<file path="src/rtl/requan_pipe_if.sv">
// requan_pipe_if: beat-stream bundle for requan_pipe.
// Input side: in_valid/in_ready/in_ch/in_data; output side: out_valid/out_ready/out_data/out_sat.
interface requan_pipe_if #(
    parameter int LANES = 4,
    parameter int IN_W  = 16,
    parameter int OUT_W = 16,
    parameter int CH_W  = 3
);
    logic                   in_valid;
    logic                   in_ready;
    logic [CH_W-1:0]        in_ch;
    logic [LANES*IN_W-1:0]  in_data;
    logic                   out_valid;
    logic                   out_ready;
    logic [LANES*OUT_W-1:0] out_data;
    logic [LANES-1:0]       out_sat;

    modport master (
        output in_valid, in_ch, in_data, out_ready,
        input  in_ready, out_valid, out_data, out_sat
    );

    modport slave (
        input  in_valid, in_ch, in_data, out_ready,
        output in_ready, out_valid, out_data, out_sat
    );
endinterface

</file>
<file path="src/rtl/requan_pipe.sv">
// requan_pipe: 2-stage multi-lane requantiser (bias subtract, rounding shift, saturate).
// Ports: clk, rst (async high), cfg_we/cfg_addr/cfg_bias (bias table), cfg_shift, do_requan,
// bus (slave: in_valid/in_ready/in_ch/in_data, out_valid/out_ready/out_data/out_sat).
// Optional REQUAN_SAT_CNT_EN: adds sat_cnt_clr input and 32-bit sat_cnt output.
module requan_pipe #(
    parameter int LANES    = 4,
    parameter int IN_W     = 16,
    parameter int OUT_W    = 16,
    parameter int CH_DEPTH = 8,
    parameter int CH_W     = $clog2(CH_DEPTH),
    parameter int SH_W     = 4
) (
    input  logic                   clk,
    input  logic                   rst,
    input  logic                   cfg_we,
    input  logic [CH_W-1:0]        cfg_addr,
    input  logic signed [IN_W-1:0] cfg_bias,
    input  logic [SH_W-1:0]        cfg_shift,
    input  logic                   do_requan,
`ifdef REQUAN_SAT_CNT_EN
    input  logic                   sat_cnt_clr,
    output logic [31:0]            sat_cnt,
`endif
    requan_pipe_if.slave           bus
);
    localparam int DW = IN_W + 1;
    localparam int RW = IN_W + 2;
    localparam logic signed [RW-1:0] SAT_MAX =
        {{(RW-OUT_W+1){1'b0}}, {(OUT_W-1){1'b1}}};
    localparam logic signed [RW-1:0] SAT_MIN = ~SAT_MAX;

    logic signed [IN_W-1:0] bias_q [CH_DEPTH];
    logic signed [IN_W-1:0] bias_rd;

    logic                 s1_v;
    logic signed [DW-1:0] s1_diff [LANES];
    logic [SH_W-1:0]      s1_sh;
    logic signed [DW-1:0] diff_d [LANES];

    logic                     s2_v;
    logic [LANES*OUT_W-1:0]   out_q;
    logic [LANES-1:0]         sat_q;
    logic [LANES*OUT_W-1:0]   out_d;
    logic [LANES-1:0]         sat_d;

    logic s2_load;
    logic accept;

    assign s2_load      = !s2_v || bus.out_ready;
    assign bus.in_ready = !s1_v || s2_load;
    assign accept       = bus.in_valid && bus.in_ready;

    assign bus.out_valid = s2_v;
    assign bus.out_data  = out_q;
    assign bus.out_sat   = sat_q;

    // Addresses outside the table match no entry: writes drop, reads give 0.
    always_ff @(posedge clk or posedge rst) begin
        if (rst) begin
            for (int i = 0; i < CH_DEPTH; i++) bias_q[i] <= '0;
        end else if (cfg_we) begin
            for (int i = 0; i < CH_DEPTH; i++)
                if (cfg_addr == CH_W'(i)) bias_q[i] <= cfg_bias;
        end
    end

    always_comb begin
        bias_rd = '0;
        for (int i = 0; i < CH_DEPTH; i++)
            if (bus.in_ch == CH_W'(i)) bias_rd = bias_q[i];
    end

    // Bypass folds into the same path: no bias, zero shift.
    always_comb begin
        for (int l = 0; l < LANES; l++) begin
            logic signed [IN_W-1:0] lane;
            lane = bus.in_data[l*IN_W +: IN_W];
            if (do_requan)
                diff_d[l] = {lane[IN_W-1], lane} - {bias_rd[IN_W-1], bias_rd};
            else
                diff_d[l] = {lane[IN_W-1], lane};
        end
    end

    always_ff @(posedge clk or posedge rst) begin
        if (rst) begin
            s1_v  <= 1'b0;
            s1_sh <= '0;
            for (int l = 0; l < LANES; l++) s1_diff[l] <= '0;
        end else begin
            if (bus.in_ready) s1_v <= bus.in_valid;
            if (accept) begin
                s1_sh <= do_requan ? cfg_shift : '0;
                for (int l = 0; l < LANES; l++) s1_diff[l] <= diff_d[l];
            end
        end
    end

    always_comb begin
        out_d = '0;
        sat_d = '0;
        for (int l = 0; l < LANES; l++) begin
            logic signed [RW-1:0] ext;
            logic signed [RW-1:0] rnd;
            logic signed [RW-1:0] r;
            ext = {s1_diff[l][DW-1], s1_diff[l]};
            rnd = (s1_sh == '0) ? '0 : (RW'(1) << (s1_sh - SH_W'(1)));
            r   = (ext + rnd) >>> s1_sh;
            if (r > SAT_MAX) begin
                out_d[l*OUT_W +: OUT_W] = SAT_MAX[OUT_W-1:0];
                sat_d[l] = 1'b1;
            end else if (r < SAT_MIN) begin
                out_d[l*OUT_W +: OUT_W] = SAT_MIN[OUT_W-1:0];
                sat_d[l] = 1'b1;
            end else begin
                out_d[l*OUT_W +: OUT_W] = r[OUT_W-1:0];
            end
        end
    end

    always_ff @(posedge clk or posedge rst) begin
        if (rst) begin
            s2_v  <= 1'b0;
            out_q <= '0;
            sat_q <= '0;
        end else if (s2_load) begin
            s2_v <= s1_v;
            if (s1_v) begin
                out_q <= out_d;
                sat_q <= sat_d;
            end
        end
    end

`ifdef REQUAN_SAT_CNT_EN
    localparam int PW = $clog2(LANES + 1);
    logic [PW-1:0] pop;
    logic [32:0]   cnt_sum;

    always_comb begin
        pop = '0;
        for (int l = 0; l < LANES; l++) pop = pop + PW'(sat_q[l]);
        cnt_sum = {1'b0, sat_cnt} + 33'(pop);
    end

    always_ff @(posedge clk or posedge rst) begin
        if (rst)
            sat_cnt <= '0;
        else if (sat_cnt_clr)
            sat_cnt <= '0;
        else if (s2_v && bus.out_ready)
            sat_cnt <= cnt_sum[32] ? '1 : cnt_sum[31:0];
    end
`endif
endmodule
</file>
<file path="src/flat_wrapper.sv">
// flat-port wrapper written by rule: the top's interface ports become plain ports
module requan_pipe_flat 
#(
    parameter int LANES    = 4,
    parameter int IN_W     = 16,
    parameter int OUT_W    = 16,
    parameter int CH_DEPTH = 8,
    parameter int CH_W     = $clog2(CH_DEPTH),
    parameter int SH_W     = 4
)
  (clk, rst, cfg_we, cfg_addr, cfg_bias, cfg_shift, do_requan, bus_in_valid, bus_in_ch, bus_in_data, bus_out_ready, bus_in_ready, bus_out_valid, bus_out_data, bus_out_sat);
  requan_pipe_if #(.LANES(LANES), .IN_W(IN_W), .OUT_W(OUT_W), .CH_W(CH_W)) bus_i ();
  input  logic clk;
  input  logic rst;
  input  logic cfg_we;
  input  logic [CH_W-1:0] cfg_addr;
  input  logic signed [IN_W-1:0] cfg_bias;
  input  logic [SH_W-1:0] cfg_shift;
  input  logic do_requan;
  input wire logic [$bits(bus_i.in_valid)-1:0] bus_in_valid;
  input wire logic [$bits(bus_i.in_ch)-1:0] bus_in_ch;
  input wire logic [$bits(bus_i.in_data)-1:0] bus_in_data;
  input wire logic [$bits(bus_i.out_ready)-1:0] bus_out_ready;
  output wire logic [$bits(bus_i.in_ready)-1:0] bus_in_ready;
  output wire logic [$bits(bus_i.out_valid)-1:0] bus_out_valid;
  output wire logic [$bits(bus_i.out_data)-1:0] bus_out_data;
  output wire logic [$bits(bus_i.out_sat)-1:0] bus_out_sat;
  assign bus_i.in_valid = bus_in_valid;
  assign bus_i.in_ch = bus_in_ch;
  assign bus_i.in_data = bus_in_data;
  assign bus_i.out_ready = bus_out_ready;
  assign bus_in_ready = bus_i.in_ready;
  assign bus_out_valid = bus_i.out_valid;
  assign bus_out_data = bus_i.out_data;
  assign bus_out_sat = bus_i.out_sat;
  requan_pipe #(.LANES(LANES), .IN_W(IN_W), .OUT_W(OUT_W), .CH_DEPTH(CH_DEPTH), .CH_W(CH_W), .SH_W(SH_W)) u_core (.clk(clk), .rst(rst), .cfg_we(cfg_we), .cfg_addr(cfg_addr), .cfg_bias(cfg_bias), .cfg_shift(cfg_shift), .do_requan(do_requan), .bus(bus_i));
endmodule
</file>
<file path="config.mk">
export PLATFORM = sky130hd
export DESIGN_NAME = requan_pipe_flat
export DESIGN_NICKNAME = d
export VERILOG_FILES = /design/src/rtl/requan_pipe_if.sv /design/src/rtl/requan_pipe.sv /design/src/flat_wrapper.sv
export SDC_FILE = /design/constraint.sdc
export NUM_CORES = 1
export LEC_CHECK = 0
export ABC_CLOCK_PERIOD_IN_PS = 11300
export CORE_UTILIZATION = 45
export CTS_CLUSTER_DIAMETER = 60
export DETAILED_ROUTE_END_ITERATION = 8
export HOLD_SLACK_MARGIN = 0.12
export PLACE_DENSITY_LB_ADDON = 0.3
export SYNTH_ARGS = -nofsm -noshare
export SYNTH_HDL_FRONTEND = slang
export SYNTH_SLANG_ARGS = --single-unit
export TNS_END_PERCENT = 10
</file>
<file path="constraint.sdc">
create_clock -name clk -period 11.3 [get_ports clk]
set_clock_uncertainty 0.1 [all_clocks]
set_input_delay 2.26 -clock clk [delete_from_list [all_inputs] [get_ports clk]]
set_output_delay 2.26 -clock clk [all_outputs]
set_load 0.005 [all_outputs]
</file>
## After elaboration in Yosys (flattened, before gate mapping)

Cells that the tools add are included.

| word-level totals | value |
|---|---|
| logic and storage cells | 100 |
| register bits after elaboration | 270 |
| output and inout port bits | 70 |
| input bits | 96 |

| operators by class | value |
|---|---|
| add/sub/neg operators | 9 |
| shift-type cells | 5 |
| order comparisons | 8 |
| reduce and logical (&&, ||, !) cells | 17 |
| mux-type cells | 30 |
| eq/ne operators | 14 |

Operators with widths:

| kind | number |
|---|---|
| two-way mux 16 bit | 16 |
| adder 17 x 18 -> 18 bit | 4 |
| > comparator 18 x 16 -> 1 bit (second input constant) | 4 |
| less-than comparator 18 x 16 -> 1 bit (second input constant) | 4 |
| >>> shifter 18 x 4 -> 18 bit | 4 |
| two-way mux 17 bit | 4 |
| subtractor 16 x 16 -> 17 bit | 4 |
| == test 3 bit (second input constant) | 8 |
| two-way mux 18 bit | 1 |
| AND reduction 2 bit | 9 |
| << shifter 1 x 4 -> 18 bit (first input constant) | 1 |
| == test 3 x 2 -> 1 bit (second input constant) | 4 |
| two-way mux 1 bit | 8 |
| == test 3 x 1 -> 1 bit (second input constant) | 2 |
| logical NOT 3 bit | 2 |
| logical NOT 4 bit | 1 |
| two-way mux 4 bit | 1 |
| subtractor 4 x 1 -> 4 bit (second input constant) | 1 |
| logical NOT 1 bit | 2 |
| logical OR 1 bit | 2 |
| logical AND 1 bit | 1 |

## Depth between registers and ports, before layout

Gate-level depths: netlist of the first run.

| logic depth | value |
|---|---|
| depth after elaboration | 11 |
| depth in mapped cells | 20 |
| depth with buffers taken out | 18 |

## Worst setup path after synthesis of the first run

OpenSTA, ideal clock, no wires.

| path | value |
|---|---|
| path kind | input to register |
| from | input bus_in_ch[0] |
| to | register u_core.s1_diff[15] (netlist name) |
| library setup time | 77 ps |
| arrival time | 6220 ps |
| buffers on the path | 2 |
| required time | 11123 ps |
| slack | 4902 ps |
| cell stages on the path | 17 |
| cell sequence | clkbuf_1 -> buf_1 -> mux2i_1 -> o21ai_0 -> a221oi_1 -> ha_1 -> nor2b_1 -> o21ai_0 -> a21oi_1 -> o211ai_1 -> a21oi_1 -> a2111oi_0 -> o31ai_1 -> a221o_1 -> xor2_1 -> nand2_1 -> a21oi_1 |

| between the ends | value |
|---|---|
| word-level cells in the longest chain between the ends | 11 |
| elaborated cells between the ends (all ways) | 18 |
| those cells by class | add/sub (1); eq/ne (7); mux (9); reduce/logical (1) |

RTL lines:

| item | line | text |
|---|---|---|
| start: declaration | flat_wrapper.sv:21 | `input wire logic [$bits(bus_i.in_ch)-1:0] bus_in_ch;` |
| logical NOT 3 bit | requan_pipe.sv:70 | `if (bus.in_ch == CH_W'(i)) bias_rd = bias_q[i];` |
| two-way mux 16 bit (7 in a row) | requan_pipe.sv:70 |  |
| two-way mux 16 bit (*) | requan_pipe.sv:70 |  |
| subtractor 16 x 16 -> 17 bit (*) | requan_pipe.sv:79 | `diff_d[l] = {lane[IN_W-1], lane} - {bias_rd[IN_W-1], bias_rd};` |
| two-way mux 17 bit (*) | requan_pipe.sv:78 | `if (do_requan)` |
| end: declaration | requan_pipe.sv:36 | `logic signed [DW-1:0] s1_diff [LANES];` |

Every way passes the cells marked *; elsewhere a longest branch is shown, timed or not.
A chain may end at the register's enable or synchronous reset.

## Worst setup path in the final report of the first run

| path | value |
|---|---|
| from | input bus_in_ch[1] |
| to | register u_core.s1_diff[32] (netlist name) |

Same word-level chain as after synthesis.

==> metrics.md, run 1 <==
| Metric | Value |
|---|---|
| Critical path's most frequent cell | `a21oi_1` |
| Final Hold Viols | `0` |
| Worst Hold Launch | `u_core.bus.out_data[47]$_DFFE_PP0P_` |
| Family with the most delay on the worst path | `compound AO/OA/AOI/OAI gates` |
| Setup bufs post-CTS | `0` |
| Nature of the critical path endpoint | `flop` |
| CP Launch Type | `input pin` |
| Area contributors post-synth | `dfrtp_1 32%, mux2_2 8.0%, ha_1 7.1%` |
| Post-CTS sizing | `0` |
| Cell Count, Final, Fillers Out | `3071` |
| Num CTS Buffers | `35` |
| Crit path cell chain | `clkdlybuf4s50_1, buf_4, nor2b_1, nand2_1, o21a_1, a21oi_1, ha_1, o21ai_0, a21oi_1, o211ai_1, a21oi_1, a2111oi_0, o31ai_1, a221o_1, xor2_1, nand2_1, a21oi_1` |
| Core Rows | `78` |
| Max Fanout on Critical Path | `31` |
| Core area | `0.04567 sq mm` |
| Post-Synth Simple-Gate Area | `15.02%` |
| Maximum clock rate | `141.5 MHz` |
| Adder-Cell Fraction of Synth Area | `8.110%` |
| Place WS | `3.890 ns` |
| Power, Total | `4.567 mW` |
| DP Wirelength | `48.10 mm` |
| Yosys reg bits | `270` |
| Post-synthesis compound-gate area fraction | `22.36%` |
| Initial antenna violation count | `8` |
| Min Clock Period, post-route | `7.068 ns` |
| Synthesis-to-layout area growth | `15.47%` |
| Critical path arrival | `7.44 ns` |
| Pwr Density | `188.2 mW/mm^2` |
| Mux contribution to synthesized area | `14.58%` |
| Synth unique cells | `101` |
| Seq/Total Area, Yosys | `32.15%` |
| Clock transition at the registers of the reported paths | `0.05 ns` |
| GP Congestion | `0.9272` |
| Filler cell count | `4226` |
| Largest family of logic cells by synthesized area | `compound AO/OA/AOI/OAI gates` |
| Worst Setup SP | `bus_in_ch[1]` |
| Area fraction of the dominant cell type after synthesis | `32.15%` |
| Post-Synthesis Cell Area | `0.02101 sq mm` |
| Slew Limit Fails | `0` |
| Hold Slack | `0.3730 ns` |
| Residual DRC count | `0` |
| Area leader, netlist | `dfrtp_1` |
| Max Cap Viol | `0` |
| Post-synth top cells | `270 x dfrtp_1, 216 x nand2_1, 215 x nor2_1, 201 x a21oi_1, 150 x mux2_2` |
| Post-Synth XOR/XNOR Area | `4.156%` |
| Synth Flop Type | `dfrtp_1` |
| Pin count of the biggest net entering global routing | `120` |
| Setup TNS | `0 ns` |
| Final period util | `62.55%` |
| Ys Warns | `0` |
| Critical Path RT | `11.67 ns` |
| Final core utilization | `53.13%` |
| Leak | `10.29 nW` |
| Syn avg cell area | `8.934 sq um` |
| Total GRT Usage | `27.15%` |
| Slew headroom | `19.79%` |
| Die Wd | `218.1 um` |
| Async SR Flop Fraction | `100.0%` |
| Number of flops mapped to enable cells by yosys | `0` |
| Maximum clock path buffer count | `3` |
| Layout cells sized above 1 | `12.12%` |
| Drt wl/cell | `21.08 um` |
| HP Class | `flop to flop` |
| Max VDD drop | `136.1 uV` |
| CTS tree | `yes` |
| Port bufs | `165` |
| Placed Cells | `3005` |
| Worst R2R Start | `u_core.s1_sh[0]$_DFFE_PP0P_` |
| Ports | `166` |
| Detail Route Antenna Nets | `0` |
| Final WL | `64.74 mm` |
| Overflow left after global routing | `0` |
| Post-route setup slack | `4.232 ns` |
| Num Clock Sinks | `270` |
| Drt pass-1 iters | `6` |
| First-pass GRT wire length | `101.9 mm` |
| Kind of critical path | `input pin to flop` |
| Initial Util | `46.01%` |
| Clk_lat worst skew | `0.56 ns` |
| Number of global-route vias before repair | `18082` |
| Die H | `218.1 um` |
| Count leader, synth | `dfrtp_1` |
| DR vias | `18739` |
| Status | `finished clean` |
| CTS H-tree lvls | `2` |
| Die ar. | `0.04757 sq mm` |
| Hold Buf Count CTS | `0` |
| Crit path largest cell delay | `0.82 ns` |
| CTS root buf | `clkbuf_16` |
| Vias per std cell | `6.102` |
| Crit path buf inv count | `2` |
| Slowest-stage cell, CP | `a2111oi_0` |
| Final setup fails | `0` |
| Design area | `0.02426 sq mm` |
| Dpl cell area | `0.02309 sq mm` |
| RSZ-0062 raised after global routing | `no` |
| Final net count | `2666` |
| Worst slew pin tran | `1.197 ns` |
| Cells after synthesis | `2352` |
| DRC violation total after the first TritonRoute iteration | `1552` |
## routing by layer
metal  up-vias  global-route usage (%)  wire (um)
li1       8869                       -          -
met1      9013                   37.18      28960
met2       708                   42.73      29000
met3       141                   3.869       4040
met4         8                   11.56       2692
met5         -                       0         51
## placed cells by master, fill, tap and decap left out, types with 55 or more instances in the layout
cell,n
mux2i_1,99
xnor2_1,65
o21ai_0,149
clkdlybuf4s50_1,163
nor2_1,215
ha_1,120
mux2_2,150
a21oi_1,201
dfrtp_1,266
nand2_1,215
inv_1,55
## worst register-to-register path: cells and delay by family, from the launching register on
family          cells  cell delay, ns
compound gates      8            2.41
simple gates        5            1.67
buf+inv             3            1.22
fa+ha+maj           1            0.49
flops               1            0.38
## cell families (layout without fill, tap and decap cells)
family                     Yosys count  after routing
and+or+nand+nor                    677            677
xor gates and xnor gates            98             98
AOI/OAI and AO/OA                  713            713
other                                1              7
DFF                                270            270
buffers and inverters              195            308
adders and majority gates          132            132
muxes                              266            266
## power breakdown
| group | switching [mW] | internal (mW) |
|---|---|---|
| clock network | 0.454 | 0.662 |
| registers | 0.192 | 1.23 |
| logic | 1.09 | 0.936 |
## final timing paths
check                                                 endpoint  slack [ns]  depth (start not counted)
max reg2reg                u_core.bus.out_data[62]$_DFFE_PP0P_        4.86                         17
min reg2reg                u_core.bus.out_data[47]$_DFFE_PP0P_        0.37                          2
min                        u_core.bus.out_data[47]$_DFFE_PP0P_        0.37                          2
max in group asynchronous        u_core.bias_q[38]$_DFFE_PP0P_        7.34                          3
max                             u_core.s1_diff[32]$_DFFE_PP0P_        4.23                         17
min in group asynchronous       u_core.s1_diff[67]$_DFFE_PP0P_        2.16                          2
## registers in the layout (all words and copies together), names as in the netlist
name                  flops
u_core.bus.out_data      64
u_core.bus.out_sat        4
u_core.bias_q           128
u_core.bus.out_valid      1
u_core.s1_v               1
u_core.s1_diff           68
u_core.s1_sh              4
## layout make-up
| class | instances | area (sq um) | area share [%] |
|---|---|---|---|
| multi-input cells | 1890 | 13560 | 55.88 |
| inverters | 60 | 232.7 | 0.9591 |
| clock buffers | 49 | 978.4 | 4.032 |
| clock inverters | 14 | 183.9 | 0.7580 |
| well taps | 600 | 750.7 | 3.094 |
| repair buffers | 185 | 1792 | 7.384 |
| flip-flops and latches | 270 | 6761 | 27.87 |
| diodes | 3 | 7.507 | 0.03094 |
Note: power is estimated with default switching activity, not from simulation.
==> inputs of run 2 (changes only) <==
--- a/config.mk
+++ b/config.mk
@@ -5,7 +5,7 @@
 export SDC_FILE = /design/constraint.sdc
 export NUM_CORES = 1
 export LEC_CHECK = 0
-export ABC_CLOCK_PERIOD_IN_PS = 11300
+export ABC_CLOCK_PERIOD_IN_PS = 6500
 export CORE_UTILIZATION = 45
 export CTS_CLUSTER_DIAMETER = 60
 export DETAILED_ROUTE_END_ITERATION = 8
==> constraint.sdc (replaced) <==
create_clock -name clk -period 6.5 [get_ports clk]
set_clock_uncertainty 0.1 [all_clocks]
set_input_delay 1.3 -clock clk [delete_from_list [all_inputs] [get_ports clk]]
set_output_delay 1.3 -clock clk [all_outputs]
set_load 0.005 [all_outputs]
==> run 2 against run 1 <==
  * Global-route usage is 0.33 points lower
  * Register-to-register slack got worse by 3.5 ns
  * Sequential share of layout area decreased by 0.35 points
  * Setup slack worse by 3.1 ns
  * Sequential power is 74% higher
  * Routed wire length decreased by 0.67%
  * Clock power increased by 82%
  * Core utilization increased by 0.67 points
  * Critical path type unchanged
  * Critical endpoint is now u_core.s1_diff[49]$_DFFE_PP0P_
  * Largest cell class unchanged
==> metrics.md, run 2 (synthesis results as in run 1) <==
| Metric | Value |
|---|---|
| Status | `finished clean` |
| Ports | `166` |
| Number of global-route vias before repair | `17820` |
| Clock Power Share | `25.3%` |
| Core area | `0.04567 sq mm` |
| Final core utilization | `53.79%` |
| Synthesis-to-layout area growth | `16.92%` |
| Internal power | `5.028 mW` |
| Slowest-stage cell, CP | `a2111oi_0` |
| CP Launch Type | `input pin` |
| Max Cap Viol | `0` |
| Drt wl/cell | `20.72 um` |
| Die ar. | `0.04757 sq mm` |
| Critical path's most frequent cell | `a21oi_1` |
| Initial Util | `46.01%` |
| Design area | `0.02457 sq mm` |
| Critical Path RT | `6.88 ns` |
| Met1 wire length | `28.90 mm` |
| Logic pwr share | `44.1%` |
| Leak | `10.48 nW` |
| Sw frac | `37.74%` |
| Final WL | `64.30 mm` |
| Slew headroom | `17.36%` |
| Overflow left after global routing | `0` |
| Crit path buf inv count | `3` |
| Met2 wire len | `29.51 mm` |
| Filler cell count | `4194` |
| Kind of critical path | `input pin to flop` |
| Setup bufs post-CTS | `0` |
| Net switching power | `3.048 mW` |
| Critical path arrival | `5.77 ns` |
| Clock transition at the registers of the reported paths | `0.06 ns` |
| Uppermost layer routed | `met5` |
| Crit path cell chain | `clkdlybuf4s50_1, buf_4, nor2b_1, a22o_1, nand2_1, o211ai_1, o21a_1, a21oi_1, buf_4, ha_1, o21ai_0, a21oi_1, o211ai_1, a21oi_1, a2111oi_0, o31ai_1, a31o_2, xor2_1, nand2_1, a21oi_1` |
| Drt pass-1 iters | `6` |
| First-pass GRT wire length | `100.4 mm` |
| Family with the most delay on the worst path | `compound AO/OA/AOI/OAI gates` |
| Detail Route Antenna Nets | `0` |
| CTS H-tree lvls | `2` |
| Hold Slack | `0.3853 ns` |
| Final setup fails | `0` |
| Layout cells sized above 1 | `13.55%` |
| DR WL met3 | `3.536 mm` |
| DR vias | `18792` |
| Port bufs | `165` |
| CTS root buf | `clkbuf_16` |
| Dpl cell area | `0.02334 sq mm` |
| Vias per std cell | `6.054` |
| Clk_lat worst skew | `0.56 ns` |
| Max reg flops | `128` |
| Min Clock Period, post-route | `5.385 ns` |
| Core Rows | `78` |
| Worst slew pin tran | `1.231 ns` |
| Crit path largest cell delay | `0.71 ns` |
| CTS tree | `yes` |
| Pin count of the biggest net entering global routing | `105` |
| Die H | `218.1 um` |
| Final Hold Viols | `0` |
| Setup TNS | `0 ns` |
| DRC violation total after the first TritonRoute iteration | `1457` |
| Die Wd | `218.1 um` |
| HP Class | `flop to flop` |
| Num CTS Buffers | `35` |
| Most flops, register | `u_core.bias_q` |
| Hold Buf Count CTS | `0` |
| Final period util | `82.85%` |
| Max VDD drop | `249.2 uV` |
| Maximum clock path buffer count | `3` |
| DP Wirelength | `49.16 mm` |
| Seq pwr share | `30.6%` |
| GP Congestion | `0.9411` |
| Num Clock Sinks | `270` |
| Residual DRC count | `0` |
| Max Fanout on Critical Path | `19` |
| Final net count | `2700` |
| Post-CTS sizing | `0` |
| Cell Count, Final, Fillers Out | `3104` |
| Nature of the critical path endpoint | `flop` |
| Initial antenna violation count | `4` |
| Total GRT Usage | `26.82%` |
| Commonest non-fill, non-tap cells in the layout | `266 x dfrtp_1, 215 x nor2_1, 215 x nand2_1` |
| Slew Limit Fails | `0` |
| Maximum clock rate | `185.7 MHz` |
| Commonest non-fill, non-tap cell in the layout | `dfrtp_1` |
| Pwr Density | `328.7 mW/mm^2` |
| RSZ-0062 raised after global routing | `no` |
| Placed Cells | `3039` |
## run 2: changes by cell type in the layout (fill, tap and decap cells not counted), moves of 2 or more
| cell | delta |
|---|---|
| buf_4 | +34 |
| bufinv_16 | +2 |
| inv_16 | +2 |
| clkinvlp_4 | +4 |
| clkbuf_1 | -6 |
| inv_8 | -2 |
## run 2: power groups by stage
stage               Clock (mW)  Combinational [mW]  Sequential, mW
floorplan                    0                2.38            2.40
global placement             0                3.44            2.47
detailed placement           0                3.51            2.49
CTS                       2.08                3.53            2.47
global route              2.15                3.91            2.52
finish                    2.04                3.56            2.47
## run 2: layer usage
layer | vias to the layer above | GRT usage [%]
met5 | - | 0
met4 | 4 | 10.09
met2 | 621 | 43.21
met1 | 9117 | 36.62
met3 | 118 | 3.493
li1 | 8932 | -
## run 2: final cells by class
type,count,area [sq um],share of cell area (%)
multi-input combinational,1890,13550,55.16
tap,600,750.7,3.055
antenna,2,5.005,0.02037
clock inverter,21,282.8,1.151
inverter,60,229.0,0.9319
sequential,270,6761,27.52
clock buffer,42,942.2,3.835
timing repair buffer,219,2047,8.331
## run 2: path summary, 6_finish.rpt
path / startpoint / to / slack [ns] / cells after the start
setup / recovery: bus_in_ch[1] / u_core.s1_diff[49]$_DFFE_PP0P_ / 1.12 / 20
min in group asynchronous: rst / u_core.s1_diff[67]$_DFFE_PP0P_ / 0.93 / 2
max in group asynchronous: rst / u_core.bus.out_data[49]$_DFFE_PP0P_ / 4.20 / 3
setup reg to reg: u_core.s1_sh[3]$_DFFE_PP0P_ / u_core.bus.out_data[58]$_DFFE_PP0P_ / 1.33 / 15
hold / removal: u_core.bus.out_data[31]$_DFFE_PP0P_ / u_core.bus.out_data[31]$_DFFE_PP0P_ / 0.39 / 2
hold reg to reg: u_core.bus.out_data[31]$_DFFE_PP0P_ / u_core.bus.out_data[31]$_DFFE_PP0P_ / 0.39 / 2
## run 2: stage by stage
stage	worst slack [ns]	power, mW
floorplan	1.062	4.771
global placement	0.7183	5.911
detailed placement	0.5792	6.001
CTS	1.158	8.079
global route	0.6775	8.579
finish	1.115	8.076
## run 2: worst register-to-register path: cells and delay by family, from the launching register on
| kind | cells | cell delay (ns) |
|---|---|---|
| AOI/OAI and AO/OA | 8 | 2.28 |
| and+or+nand+nor | 4 | 1.28 |
| buffers and inverters | 2 | 0.58 |
| adders and majority gates | 1 | 0.43 |
| DFF | 1 | 0.42 |
==> inputs of run 3 (changes only) <==
--- a/config.mk
+++ b/config.mk
@@ -5,7 +5,7 @@
 export SDC_FILE = /design/constraint.sdc
 export NUM_CORES = 1
 export LEC_CHECK = 0
-export ABC_CLOCK_PERIOD_IN_PS = 6500
+export ABC_CLOCK_PERIOD_IN_PS = 4750
 export CORE_UTILIZATION = 45
 export CTS_CLUSTER_DIAMETER = 60
 export DETAILED_ROUTE_END_ITERATION = 8
==> constraint.sdc (replaced) <==
create_clock -name clk -period 4.75 [get_ports clk]
set_clock_uncertainty 0.1 [all_clocks]
set_input_delay 0.95 -clock clk [delete_from_list [all_inputs] [get_ports clk]]
set_output_delay 0.95 -clock clk [all_outputs]
set_load 0.005 [all_outputs]
==> run 3 against run 2 <==
  * Flip-flop and latch count is the same
  * Clock-buffer cell count grew 6
  * Clock power grew 41%
  * Non-clock buffer count grew 114
  * Sequential power grew 36%
  * Largest cell class unchanged
==> metrics.md, run 3 (synthesis results as in run 1) <==
| Metric | Value |
|---|---|
| CTS H-tree lvls | `2` |
| Max Fanout on Critical Path | `8` |
| Critical Path RT | `5.08 ns` |
| Port bufs | `165` |
| Drt wl/cell | `20.39 um` |
| Slew Limit Fails | `0` |
| Filler cell count | `4235` |
| Most flops, register | `u_core.bias_q` |
| Clk_lat worst skew | `0.57 ns` |
| Max Cap Viol | `0` |
| Post-route setup slack | `0.2806 ns` |
| Crit path largest cell delay | `0.45 ns` |
| Die H | `218.1 um` |
| Crit path cell chain | `inv_1, nand2_1, nor2_1, buf_4, ha_1, a21o_1, maj3_1, or4b_1, o211a_2, a22oi_4, a41oi_1, and2_0, o21ai_2, buf_4, a21oi_1, nor3_1` |
| Layout cells sized above 1 | `17.76%` |
| Hold Buf Count CTS | `0` |
| Critical path's most frequent cell | `buf_4` |
| Final setup fails | `0` |
| Number of global-route vias before repair | `18545` |
| Final WL | `65.67 mm` |
| GP Congestion | `0.9528` |
| Kind of critical path | `flop to flop` |
| Min Clock Period, post-route | `4.469 ns` |
| Commonest non-fill, non-tap cell in the layout | `dfrtp_1` |
| Nature of the critical path endpoint | `flop` |
| Clock transition at the registers of the reported paths | `0.06 ns` |
| Pin count of the biggest net entering global routing | `105` |
| RSZ-0062 raised after global routing | `no` |
| Commonest non-fill, non-tap cells in the layout | `266 x dfrtp_1, 215 x nand2_1, 214 x nor2_1` |
| Num CTS Buffers | `37` |
| Dpl cell area | `0.02423 sq mm` |
| Core Rows | `78` |
| Maximum clock rate | `223.7 MHz` |
| Slowest-stage cell, CP | `dfrtp_2` |
| Maximum clock path buffer count | `3` |
| Die Wd | `218.1 um` |
| Max VDD drop | `317.1 uV` |
| Final period util | `94.09%` |
| DR vias | `19048` |
| CP Launch Type | `flop` |
| Vias per std cell | `5.914` |
| Design area | `0.02557 sq mm` |
| Leak | `11.10 nW` |
| Num Clock Sinks | `270` |
| Pwr Density | `446.0 mW/mm^2` |
| Synthesis-to-layout area growth | `21.70%` |
| Total GRT Usage | `27.77%` |
| HP Class | `flop to flop` |
| Max reg flops | `128` |
| Worst slew pin tran | `1.069 ns` |
| Setup bufs post-CTS | `0` |
| Critical path arrival | `4.80 ns` |
| CTS root buf | `clkbuf_16` |
| Final net count | `2816` |
| Core area | `0.04567 sq mm` |
| Residual DRC count | `0` |
| First-pass GRT wire length | `104.1 mm` |
| Slew headroom | `28.73%` |
| Final Hold Viols | `0` |
| DRC violation total after the first TritonRoute iteration | `1434` |
| Overflow left after global routing | `0` |
| Die ar. | `0.04757 sq mm` |
| Place WS | `-0.5096 ns` |
| Initial Util | `46.01%` |
| DP Wirelength | `50.66 mm` |
| Initial antenna violation count | `8` |
| Ports | `166` |
| Setup slack, reg-to-reg | `0.28 ns` |
| CTS tree | `yes` |
| Detail Route Antenna Nets | `0` |
| Status | `finished clean` |
| Drt pass-1 iters | `5` |
## run 3: worst max-delay path: cells and delay by family (launching register included)
| kind | cells | cell delay, ns |
|---|---|---|
| compound gates | 6 | 1.44 |
| fa+ha+maj | 2 | 0.64 |
| buf+inv | 3 | 0.59 |
| flops | 1 | 0.45 |
| simple gates | 5 | 1.11 |
## run 3: repair_timing
action / CTS / global route
gates resized for setup: 1 / 21
setup endpoints to repair: 2 / 41
pin swaps: 0 / 1
## run 3: power breakdown
part           switching, mW  internal, mW
registers              0.435          2.93
logic                   2.68          2.49
clock network           1.13          1.74
## run 3: per-layer routing
layer | GRT usage (%) | share of wire, % | vias up
met4 | 12.33 | 4.4 | 10
met5 | 0 | 0.093 | -
li1 | - | - | 9173
met3 | 3.591 | 5.2 | 137
met2 | 44.30 | 45 | 601
met1 | 37.57 | 45 | 9127
## run 3: final timing paths
| check | start | end | depth (start not counted) |
|---|---|---|---|
| max reg2reg | u_core.s1_sh[3]$_DFFE_PP0P_ | u_core.bus.out_data[43]$_DFFE_PP0P_ | 16 |
| min in group asynchronous | rst | u_core.bias_q[63]$_DFFE_PP0P_ | 2 |
| min | u_core.bus.out_data[15]$_DFFE_PP0P_ | u_core.bus.out_data[15]$_DFFE_PP0P_ | 2 |
| max in group asynchronous | rst | u_core.bias_q[102]$_DFFE_PP0P_ | 3 |
| min reg2reg | u_core.bus.out_data[15]$_DFFE_PP0P_ | u_core.bus.out_data[15]$_DFFE_PP0P_ | 2 |
| max | u_core.s1_sh[3]$_DFFE_PP0P_ | u_core.bus.out_data[43]$_DFFE_PP0P_ | 16 |
## run 3: area by class of cell
type / instances / area [sq um] / share of cell area, %
Sequential cell: 270 / 6761 / 26.44
Clock inverter: 17 / 226.5 / 0.8855
Inverter: 60 / 229.0 / 0.8953
Clock buffer: 48 / 1039 / 4.061
Timing Repair Buffer: 333 / 2943 / 11.51
Tap cell: 600 / 750.7 / 2.935
Multi-Input combinational cell: 1890 / 13620 / 53.25
Antenna cell: 3 / 7.507 / 0.02935
## run 3: per-stage QoR
step	hold WS [ns]	util (%)	power [mW]	setup TNS, ns	cells
6_report	0.3809	55.99	11.41	0	3221
5_1_grt	0.4061	55.98	12.13	0	3218
4_1_cts	0.3872	55.84	11.39	0	3218
3_5_place_dp	0.3745	53.06	8.474	-7.358	3153
3_3_place_gp	0.3674	53.06	8.336	-4.212	3153
2_1_floorplan	0.3563	-	6.529	-3.299	2355
==> RTL change 1 (flow settings as in run 2) <==
`IN_W` is set to 16 in 3 places; all go to 20.
--- a/src/rtl/requan_pipe_if.sv
+++ b/src/rtl/requan_pipe_if.sv
@@ -2,7 +2,7 @@
 // Input side: in_valid/in_ready/in_ch/in_data; output side: out_valid/out_ready/out_data/out_sat.
 interface requan_pipe_if #(
     parameter int LANES = 4,
-    parameter int IN_W  = 16,
+    parameter int IN_W  = 20,
     parameter int OUT_W = 16,
     parameter int CH_W  = 3
 );
--- a/src/rtl/requan_pipe.sv
+++ b/src/rtl/requan_pipe.sv
@@ -4,7 +4,7 @@
 // Optional REQUAN_SAT_CNT_EN: adds sat_cnt_clr input and 32-bit sat_cnt output.
 module requan_pipe #(
     parameter int LANES    = 4,
-    parameter int IN_W     = 16,
+    parameter int IN_W     = 20,
     parameter int OUT_W    = 16,
     parameter int CH_DEPTH = 8,
     parameter int CH_W     = $clog2(CH_DEPTH),
--- a/src/flat_wrapper.sv
+++ b/src/flat_wrapper.sv
@@ -2,7 +2,7 @@
 module requan_pipe_flat 
 #(
     parameter int LANES    = 4,
-    parameter int IN_W     = 16,
+    parameter int IN_W     = 20,
     parameter int OUT_W    = 16,
     parameter int CH_DEPTH = 8,
     parameter int CH_W     = $clog2(CH_DEPTH),
Ports: changed (resized bus_in_data and cfg_bias); port bits go from 166 to 186. The function was not compared with the original's and may differ.
==> RTL change 1 against run 2 <==
Largest cell class unchanged; setup slack got worse by 0.47 ns; sequential share of layout area shrank 0.90 points; power is 19% higher; largest power group unchanged; synthesized area up 22%; final area increased by 22%; wire length is 30% higher; sequential power rose by 19%; sequential cell count up 48.
==> RTL change 1: results (changes against run 2) <==
TritonRoute pass-1 iters 5 (-1); Placer Congestion 0.941 (about the same); worst slew pin tran 1.07 ns (-0.160 ns); CP Max Fanout 16 (-3); # placed instances 3748 (+23%); sequential-to-total area share from yosys stat 0.309 (-0.0124); Synth cell types 95 (-5.9%); first-pass GRT wire length 130000 um (+30%); WP data arrival 6.17 ns (+0.40 ns); largest net degree at the start of global routing 118 (+12%); initial antenna violation count 11 (+7); outcome finished, final reports clean; Worst-Skew Late Latency 0.58 ns (+0.02 ns); top cells by area, synth dfrtp_1 (31%), mux2_2 (8.4%), ha_1 (6.6%), mux2i_1 (5.2%), a21oi_1 (4.1%); IR drop worst, VDD 0.000251 V (+0.91%); Port Buffers 185 (+12%); Post-DP HPWL 64900 um (+32%); share of cells above drive strength 1 0.138 (+0.00261); total track usage 0.287 (+0.0190); CTS Buf Count 40 (+14%); Fillers 5134 (+22%); number of flip-flops in the largest register 160 (+25%); post-synthesis instance total 2898 (+23%); final net count 3294 (+22%); drt wl/cell 21.9 um (+5.6%); DRT iter0 DRCs 1916 (+32%); most common library cells after synthesis dfrtp_1 (318), nand2_1 (243), nor2_1 (239); CP peak stage delay 0.61 ns (-0.10 ns); slowest stage cell on the critical path nor2_1; Leak Pwr 12.9 nW (+23%); r2r worst-path depth 16 (+1); Place WS -0.0269 ns (-0.606 ns); vias in the first global route 22600 (+27%); Layout Cells excl Fill 3824 (+23%)
==> RTL change 1: metal layers <==
| metal | routed length [um] | track usage | vias to the layer above |
|---|---|---|---|
| li1 | - | - | 11100 |
| met4 | 2970 | 0.0995 | 14 |
| met5 | 98 | 0 | - |
| met3 | 4550 | 0.0437 | 162 |
| met2 | 38400 | 0.470 | 752 |
| met1 | 37600 | 0.385 | 11400 |
==> RTL change 1: cell families (layout without fill, tap and decap cells) <==
logic type / Yosys count / count (layout) / share of synthesized area
XOR/XNOR: 112 / 112 / 0.0384
AO/OA/AOI/OAI: 887 / 887 / 0.230
multiplexers: 354 / 354 / 0.161
AND/OR/NAND/NOR: 824 / 824 / 0.149
buffers and inverters: 252 / 414 / 0.0379
other: 1 / 9 / 0.000146
adder cells (fa/ha/maj): 150 / 150 / 0.0748
flip-flops: 318 / 318 / 0.309
==> RTL change 1: per-stage QoR <==
step	setup TNS [ns]	cell area, um^2
3_3_place_gp	0	28500
4_1_cts	0	29900
3_5_place_dp	-0.0269	28500
6_report	0	29900
2_1_floorplan	0	25800
5_1_grt	0	29900
==> RTL change 1: critical path: cells and delay by family, from the launching register on <==
family | cells | cell delay [ns]
AND/OR/NAND/NOR | 3 | 1.27
adder cells (fa/ha/maj) | 1 | 0.42
buffers and inverters | 2 | 0.40
flip-flops | 1 | 0.48
AO/OA/AOI/OAI | 10 | 3.02
==> RTL change 1: worst paths after layout <==
| check | start | endpoint | slack [ns] |
|---|---|---|---|
| worst min register to register | u_core.bus.out_sat[3] | u_core.bus.out_sat[3] | 0.37 |
| worst min-delay path | u_core.bus.out_sat[3] | u_core.bus.out_sat[3] | 0.37 |
| worst max-delay path | u_core.s1_sh[2] | u_core.bus.out_data[37] | 0.64 |
| min in group asynchronous | rst | u_core.bias_q[80] | 1.15 |
| max in group asynchronous | rst | u_core.bias_q[37] | 3.87 |
| worst max register to register | u_core.s1_sh[2] | u_core.bus.out_data[37] | 0.64 |
==> RTL change 1: layout make-up <==
cell class,count,area [um^2],area share
inverters,70,268,0.00895
clock buffers,50,1110,0.0371
flip-flops and latches,318,7960,0.266
repair buffers,273,2520,0.0842
well taps,756,946,0.0316
diodes,5,12.5,0.000418
clock inverters,21,239,0.00799
multi-input cells,2331,16900,0.564
==> RTL change 1: power by group <==
group	switching [mW]	internal [mW]	total, mW
logic	2.40	2.01	4.41
registers	0.431	2.50	2.93
clock network	0.897	1.38	2.27
total	3.73	5.89	9.61
==> RTL change 2 (config.mk and constraints of run 2) <==
Without the edit above. Add an input register stage for `cfg_bias`; this delays it by one clock. The other inputs are not delayed to match.
--- a/src/rtl/requan_pipe.sv
+++ b/src/rtl/requan_pipe.sv
@@ -28,6 +28,12 @@
     localparam logic signed [RW-1:0] SAT_MAX =
         {{(RW-OUT_W+1){1'b0}}, {(OUT_W-1){1'b1}}};
     localparam logic signed [RW-1:0] SAT_MIN = ~SAT_MAX;
+
+    logic signed [IN_W-1:0] cfg_bias_q;
+
+    always_ff @(posedge clk) begin
+        cfg_bias_q <= cfg_bias;
+    end
 
     logic signed [IN_W-1:0] bias_q [CH_DEPTH];
     logic signed [IN_W-1:0] bias_rd;
@@ -60,7 +66,7 @@
             for (int i = 0; i < CH_DEPTH; i++) bias_q[i] <= '0;
         end else if (cfg_we) begin
             for (int i = 0; i < CH_DEPTH; i++)
-                if (cfg_addr == CH_W'(i)) bias_q[i] <= cfg_bias;
+                if (cfg_addr == CH_W'(i)) bias_q[i] <= cfg_bias_q;
         end
     end
 
Function: changed (a bounded check fails within 4 cycles, from zero or initial values and one cycle with rst high).
==> RTL change 2 against run 2 <==
Combinational power is 5.9% higher; synthesized area is 5.7% higher; setup slack worse by 0.36 ns; final area is 4.9% higher; sequential cell count is 16 higher; wire length is 14% higher; via count is 10% higher; count of clock-buffer cells in the layout is 5 higher; die area is 5.6% higher; power is 4.1% higher; critical endpoint is now u_core.s1_diff[28]; highest routed layer unchanged.
==> RTL change 2: results (changes against run 2) <==
outcome finished, final reports clean; Post-DP HPWL 55400 um (+13%); P_sw 3.24 mW (+6.4%); final net count 2839 (+5.1%); hold endpoint u_core.bus.out_data[15]; total track usage 0.291 (+0.0226); CP Max Fanout 17 (-2); CP peak stage delay 0.94 ns (+0.23 ns); Layout Cells excl Fill 3307 (+6.5%); Hold Startpoint u_core.bus.out_data[15]; slowest stage cell on the critical path clkdlybuf4s50_1; Leak Pwr 11.1 nW (+5.9%); Synth Area in Adders 0.0766 (-0.00446); FFs w/ async S/R, synth 0.944 (-0.0559); initial antenna violation count 1 (-3); most common library cells after synthesis dfrtp_1 (270), nand2_1 (237), nor2_1 (194); top cells by area, synth dfrtp_1 (30%), mux2_2 (7.3%), ha_1 (6.8%), nand2_1 (4.0%), mux2i_1 (4.0%); WP data arrival 6.06 ns (+0.29 ns); via count 20700 (+10%); sequential-to-total area share from yosys stat 0.319 (-0.00280); vias in the first global route 19800 (+11%); CTS Buf Count 36 (+2.9%); post-synthesis instance total 2508 (+6.6%); largest net degree at the start of global routing 139 (+32%); Largest delay share family, worst path compound AO/OA/AOI/OAI gates; Synth cell types 97 (-4.0%); Hold WC Path Type flip-flop to flip-flop; IR drop worst, VDD 0.000217 V (-13%); Placer Congestion 0.966 (+2.6%); R2R Setup Slk 1.13 ns (-0.20 ns); first-pass GRT wire length 115000 um (+14%); DRT iter0 DRCs 1861 (+28%); Post-Synth XOR/XNOR Area 0.0288 (-0.0128); # placed instances 3241 (+6.6%); Compound-Gate Fraction of Synth Area 0.236 (+0.0120); Max-slew headroom 0.157 (-0.0162); share of cells above drive strength 1 0.122 (-0.0133); post-synthesis mux area share 0.136 (-0.00973); worst reg2reg endpoint u_core.bus.out_data[57]; root buf cell clkbuf_16; # diodes 0 (-2); drt wl/cell 22.2 um (+7.2%)
RTL change 2: cell count changes after synthesis, sizes merged, moves of 21 or more:
cell   delta
a21oi    -30
nor3     +27
and3     +24
nand2    +21
nor2     -21
RTL change 2: per-layer routing:
layer	up-vias	wire, um	GRT usage
li1	9612	-	-
met1	10000	31300	0.383
met2	874	33700	0.473
met3	205	4810	0.0424
met4	2	3560	0.131
met5	-	11	0
RTL change 2: how the worst max path moves through the flow:
stage | slack (ns) | end | from
floorplan | 1.04 | u_core.s1_diff[14] | bus_in_ch[0]
CTS | 0.85 | u_core.s1_diff[28] | bus_in_ch[2]
global route | 0.58 | u_core.s1_diff[14] | bus_in_ch[2]
finish | 0.75 | u_core.s1_diff[28] | bus_in_ch[2]
detailed placement | 0.30 | u_core.s1_diff[32] | bus_in_ch[2]
global placement | 0.48 | u_core.s1_diff[32] | bus_in_ch[2]
RTL change 2: final cells by class:
class                      instances  area [um^2]
clock buffer                      47          972
clock inverter                    19          229
fill                            4450        23100
inverter                          75          285
multi-input combinational       2001        14300
sequential                       286         7080
tap                              664          831
timing repair buffer             215         2040
RTL change 2: power groups by stage:
stage	Clock (mW)	Combinational, mW	Sequential, mW
6_report	2.03	3.77	2.61
5_1_grt	2.13	4.11	2.67
4_1_cts	2.06	3.71	2.61
3_5_place_dp	0	3.69	2.63
3_3_place_gp	0	3.62	2.61
2_1_floorplan	0	2.47	2.52
RTL change 2: per-stage QoR:
step | power [mW] | area (um^2) | worst slack [ns] | hold slack, ns
global placement | 6.23 | 24600 | 0.475 | 0.363
floorplan | 4.99 | 22200 | 1.04 | 0.356
finish | 8.41 | 25800 | 0.752 | 0.379
CTS | 8.38 | 25800 | 0.847 | 0.386
detailed placement | 6.32 | 24600 | 0.300 | 0.374
global route | 8.90 | 25800 | 0.580 | 0.412
